$ cat src/rtl/mc_controller.sv
// Multicycle control FSM for a small MIPS-style core.
// Moore outputs registered from next state; pcen/irwrite/illegal gated by inputs.
module mc_controller #(
  parameter int n = 32
) (
  input  logic         clk,
  input  logic         reset,
  input  logic [5:0]   op,
  input  logic         zero,
  input  logic         mem_ready,
  output logic [1:0]   aluop,
  output logic         iord,
  output logic         irwrite,
  output logic         memwrite,
  output logic         regwrite,
  output logic         regdst,
  output logic         memtoreg,
  output logic         alusrca,
  output logic         pcen,
  output logic         illegal,
  output logic [1:0]   alusrcb,
  output logic [1:0]   pcsrc,
  output logic [3:0]   state,
  output logic [n-1:0] instret
);

  typedef enum logic [3:0] {
    FETCH   = 4'd0,
    DECODE  = 4'd1,
    MEMADR  = 4'd2,
    MEMRD   = 4'd3,
    MEMWB   = 4'd4,
    MEMWR   = 4'd5,
    EXECUTE = 4'd6,
    ALUWB   = 4'd7,
    BEQ     = 4'd8,
    ADDIEX  = 4'd9,
    ADDIWB  = 4'd10,
    JUMP    = 4'd11,
    BNE     = 4'd12
  } state_t;

  typedef struct packed {
    logic       iord;
    logic       memwrite;
    logic       regwrite;
    logic       regdst;
    logic       memtoreg;
    logic       alusrca;
    logic [1:0] alusrcb;
    logic [1:0] aluop;
    logic [1:0] pcsrc;
    logic       fetch;
    logic       decode;
    logic       beq;
    logic       bne;
    logic       jump;
  } ctl_t;

  localparam logic [5:0] OP_R    = 6'b000000;
  localparam logic [5:0] OP_LW   = 6'b100011;
  localparam logic [5:0] OP_SW   = 6'b101011;
  localparam logic [5:0] OP_BEQ  = 6'b000100;
  localparam logic [5:0] OP_BNE  = 6'b000101;
  localparam logic [5:0] OP_ADDI = 6'b001000;
  localparam logic [5:0] OP_J    = 6'b000010;

  state_t st;
  state_t nxt;
  ctl_t   c;
  logic   is_r, is_lw, is_sw, is_beq, is_bne, is_addi, is_j;
  logic   legal;
  logic   retire;

  assign is_r    = (op == OP_R);
  assign is_lw   = (op == OP_LW);
  assign is_sw   = (op == OP_SW);
  assign is_beq  = (op == OP_BEQ);
  assign is_bne  = (op == OP_BNE);
  assign is_addi = (op == OP_ADDI);
  assign is_j    = (op == OP_J);
  assign legal   = is_r | is_lw | is_sw | is_beq
                 | is_bne | is_addi | is_j;

  function automatic ctl_t ctl_of(state_t s);
    ctl_t k;
    k = '0;
    case (s)
      FETCH: begin
        k.alusrcb = 2'b01;
        k.fetch   = 1'b1;
      end
      DECODE: begin
        k.alusrcb = 2'b11;
        k.decode  = 1'b1;
      end
      MEMADR: begin
        k.alusrca = 1'b1;
        k.alusrcb = 2'b10;
      end
      MEMRD: k.iord = 1'b1;
      MEMWB: begin
        k.memtoreg = 1'b1;
        k.regwrite = 1'b1;
      end
      MEMWR: begin
        k.iord     = 1'b1;
        k.memwrite = 1'b1;
      end
      EXECUTE: begin
        k.alusrca = 1'b1;
        k.aluop   = 2'b10;
      end
      ALUWB: begin
        k.regdst   = 1'b1;
        k.regwrite = 1'b1;
      end
      BEQ: begin
        k.alusrca = 1'b1;
        k.aluop   = 2'b01;
        k.pcsrc   = 2'b01;
        k.beq     = 1'b1;
      end
      ADDIEX: begin
        k.alusrca = 1'b1;
        k.alusrcb = 2'b10;
      end
      ADDIWB: k.regwrite = 1'b1;
      JUMP: begin
        k.pcsrc = 2'b10;
        k.jump  = 1'b1;
      end
      BNE: begin
        k.alusrca = 1'b1;
        k.aluop   = 2'b11;
        k.pcsrc   = 2'b01;
        k.bne     = 1'b1;
      end
      default: k = '0;
    endcase
    return k;
  endfunction

  always_comb begin
    nxt = FETCH;
    case (st)
      FETCH:   nxt = mem_ready ? DECODE : FETCH;
      DECODE: begin
        unique case (1'b1)
          is_lw, is_sw: nxt = MEMADR;
          is_r:         nxt = EXECUTE;
          is_beq:       nxt = BEQ;
          is_bne:       nxt = BNE;
          is_addi:      nxt = ADDIEX;
          is_j:         nxt = JUMP;
          default:      nxt = FETCH;
        endcase
      end
      MEMADR:  nxt = is_sw ? MEMWR : MEMRD;
      MEMRD:   nxt = mem_ready ? MEMWB : MEMRD;
      MEMWR:   nxt = mem_ready ? FETCH : MEMWR;
      EXECUTE: nxt = ALUWB;
      ADDIEX:  nxt = ADDIWB;
      default: nxt = FETCH;
    endcase
  end

  // Every transition back to FETCH except the illegal-opcode path retires.
  always_comb begin
    retire = 1'b0;
    case (st)
      MEMWB, ALUWB, ADDIWB,
      BEQ, BNE, JUMP: retire = 1'b1;
      MEMWR:          retire = mem_ready;
      default:        retire = 1'b0;
    endcase
  end

  always_ff @(posedge clk or negedge reset) begin
    if (!reset) begin
      st      <= FETCH;
      c       <= ctl_of(FETCH);
      instret <= '0;
    end else begin
      st <= nxt;
      c  <= ctl_of(nxt);
      if (retire)
        instret <= instret + 1'b1;
    end
  end

  assign state    = st;
  assign aluop    = c.aluop;
  assign iord     = c.iord;
  assign memwrite = c.memwrite;
  assign regwrite = c.regwrite;
  assign regdst   = c.regdst;
  assign memtoreg = c.memtoreg;
  assign alusrca  = c.alusrca;
  assign alusrcb  = c.alusrcb;
  assign pcsrc    = c.pcsrc;
  assign illegal  = c.decode & ~legal;
  assign irwrite  = reset & c.fetch & mem_ready;
  assign pcen     = reset & ((c.fetch & mem_ready)
                  | (c.beq & zero)
                  | (c.bne & ~zero)
                  | c.jump);

endmodule
$ cat config.mk
export PLATFORM = sky130hd
export DESIGN_NAME = mc_controller
export DESIGN_NICKNAME = d
export VERILOG_FILES = /design/src/rtl/mc_controller.sv
export SDC_FILE = /design/constraint.sdc
export NUM_CORES = 1
export LEC_CHECK = 0
export CORE_ASPECT_RATIO = 0.8
export CORE_MARGIN = 3
export CORE_UTILIZATION = 63
export DETAILED_ROUTE_END_ITERATION = 10
export DONT_BUFFER_PORTS = 1
export PLACE_DENSITY = 0.79
export SETUP_SLACK_MARGIN = 0.15
export SYNTH_ARGS = -nofsm -noshare
export SYNTH_HDL_FRONTEND = slang
export SYNTH_SLANG_ARGS = --single-unit
$ cat constraint.sdc
create_clock -name clk -period 2.1 [get_ports clk]
set_input_delay 0.42 -clock clk [delete_from_list [all_inputs] [get_ports clk]]
set_output_delay 0.42 -clock clk [all_outputs]
set_load 0.05 [all_outputs]
==> reports/results.ini <==
[sta]
final_cycle_utilization_of_the_critical_path=0.902
final_critical_path_time_including_i_o_delays_and_setup_ns=1.89
max_freq_ghz=0.528
grt_setup_unrepaired=no
total_negative_slack_for_setup_checks_ns=0
clock-skew-final_ns=0.0103
timing.final.max_slew_violations=0
timing.final.setup_violations=0
slew_headroom=0.578
hold_violations=0
worstMarginPinSlew_ns=0.630

[grt]
grt_max_degree=53
wire_length_of_the_first_global_routing_pass_um=10200
antenna_found_initial=0
via_count_of_the_first_global_routing_pass=2012
globalRoute.totalOverflow=0
gr-usage-all-layers=0.268

[finish]
layout_commonest_cell=dfrtp_1
finish.net_count=288
sequential_cell_area_sq_um=1310
n_antenna_cell=0
multi_input_area_sq_um=1270
fill_cells=241
fraction_of_final_layout_cells_with_drive_strength_greater_than_1=0.302
areaGrowthSynthToFinish_pct=20.1
most-common-layout-cells=dfrtp_1 (47), buf_4 (43), xnor2_1 (28)

[critical_path]
critPathCaptureType=register
regToRegStartpoint=state[3]
cp_slowest_cell=dfrtp_2
critical_path.reg2reg.endpoint=c[0]
timing_worst_setup_path_type=reg -> reg
cp_common_cell=buf_4
cells_on_worst_reg2reg_path=6
timing.critical_path.buf_inv=2
required_ns=2.32
cp_num_cells=6
critical_path_peak_fanout=10
cp_slowest_stage_delay_ns=0.46
cp_cell_sequence=buf_4, nor4b_4, nand2_1, o31a_4, buf_4, nor3_1
timing.reg2reg.setup_slack_ns=0.21
crit_path_start_kind=register
timing.critical_path.max_delay_family=simple AND/OR/NAND/NOR gates
arrival_ns=2.11

[synth]
synth.yosys.warnings=0
post_synth_num_cell_types=52
synth-edff-count=0
asyncSetResetFlopFracSynth=1.00
synth_sequential_area_ratio=0.496
synthSimpleGateAreaFrac=0.240
ys_seq_elements=52
netlist_instances=237
avgSynthCellArea_sq_um=11.1
synthMuxAreaShare=0.0167
xor_xnor_portion_of_the_synthesized_cell_area=0.117
synth_ff_type=dfrtp_1
post_synthesis_compound_gate_area_fraction=0.0814
synth_top_family_by_area=simple AND/OR/NAND/NOR gates
synth_fp_nets=248
netlist_area_sq_um=2630
adder_cell_area_share_of_the_yosys_netlist=0.00476

[route]
avgViaCountPerCell=6.04
number_of_remaining_drc_errors=0
drt_pass1_iterations=4
vias=2012
avgRoutedWirePerCell_um=19.4
initialDrtViolationCount=172
totalWireLength_um=6470
drt.antenna.violating_nets=0

[pwr]
fin_total_pwr_w=0.00337
p_leak_nw=1.49
p_per_area_nw_per_um2=1070
ir_worst_vdd_mv=0.936

[die]
start_util=0.674
die-height_um=63.8
die_x_um=78.2
core_area_sq_um=3900
die-area_sq_um=4990
design.portCount=61
fp-row-count=20

[cts]
cts.sink_count=52
ctsHtreeMaxLevel=2
clockBufferDepth=2
root_buffer=clkbuf_8
clock_slew_at_the_register_clock_pins_of_the_worst_setup_and_hold_paths_ns=0.10
clkLatencyLatePin_ns=0.30
cts_buffers=5
cts_tree=yes

[run]
timing.max_cap.violations=0

[place]
detailedPlacementHpwl_um=4340
place_congestion=0.880
io_buffers=0

[hold_path]
hp_start=mem_ready
holdPathEnd=c[3]
worstHoldPathType=in -> reg
hold_depth=2

[outcome]
status=completed

[kinds of logic after synthesis]
logic type	count (synthesis)
adders and majority gates	1
DFF	52
AOI/OAI and AO/OA	25
and+or+nand+nor	102
xor gates and xnor gates	35
muxes	3
buffers and inverters	19
[registers in the layout (all words and copies together), names as in the netlist]
signal	flops
memtoreg	1
aluop	1
pcsrc	2
regwrite	1
state	4
regdst	1
iord	1
alusrcb	2
instret	32
memwrite	1
alusrca	1
c	5
[Yosys cell counts (2+ instances only)]
cell type	instances	area (sq um)
nor4_1	2	12.5
and3_1	11	68.8
a21oi_1	5	25.0
xnor2_1	28	245
nor3_2	2	20.0
and2_1	4	25.0
dfrtp_1	50	1250
and4_1	7	61.3
o21ai_0	3	15.0
nand2b_1	4	25.0
o211ai_1	3	22.5
nand3_1	12	60.1
xor2_1	7	61.3
nor3b_1	3	22.5
nor3_1	7	35.0
buf_4	10	75.1
a21o_1	3	22.5
nor2b_1	3	18.8
nand4_1	9	56.3
nor2_1	15	56.3
inv_1	4	15.0
nand2_1	13	48.8
buf_2	2	10.0
dfstp_2	2	52.6
[cell type report]
cell class,instances,share of cell area
multi-input cells,166,0.402
flip-flops and latches,52,0.414
well taps,55,0.0218
inverters,5,0.00594
repair buffers,47,0.121
clock buffers,6,0.0230
clock inverters,2,0.0123
[per-stage QoR]
stage	cells	instance area [sq um]	setup slack, ns	util	hold WS, ns
3_5_place_dp	314	2880	0.0801	0.737	0.126
2_1_floorplan	237	2640	0.147	-	0.124
4_1_cts	327	3060	0.146	0.783	0.265
6_report	333	3160	0.207	0.809	0.274
5_1_grt	333	3160	0.157	0.809	0.271
3_3_place_gp	314	2880	0.122	0.737	0.126
[power breakdown]
| part | switching, W | internal (W) | total, W |
|---|---|---|---|
| clock | 0.000335 | 0.000360 | 0.000696 |
| combinational | 0.000833 | 0.000461 | 0.00129 |
| sequential | 0.000242 | 0.00114 | 0.00138 |
| total | 0.00141 | 0.00196 | 0.00337 |
[how the worst max path moves through the flow]
stage / startpoint / end
5_1_grt: state[3] / c[4]
3_5_place_dp: state[0] / instret[15]
4_1_cts: state[3] / memwrite
6_report: state[3] / c[0]
2_1_floorplan: state[0] / instret[28]
3_3_place_gp: state[0] / instret[15]
[layer usage]
metal  GRT usage  wire length (um)  vias to the layer above
met5           0                 0                        -
met4      0.0961               131                        0
met3      0.0606               442                       15
li1            -                 -                      906
met2       0.446              3250                       87
met1       0.348              2650                     1004
[what timing repair did]
item,4_1_cts,5_1_grt
setup buffers,3,6
hold endpoints to repair,52,0
endpoints found under the setup margin,15,18
resized for setup,4,13
hold buffers,2,0
pin swaps,0,2
Note: power is estimated with default switching activity, not from simulation.
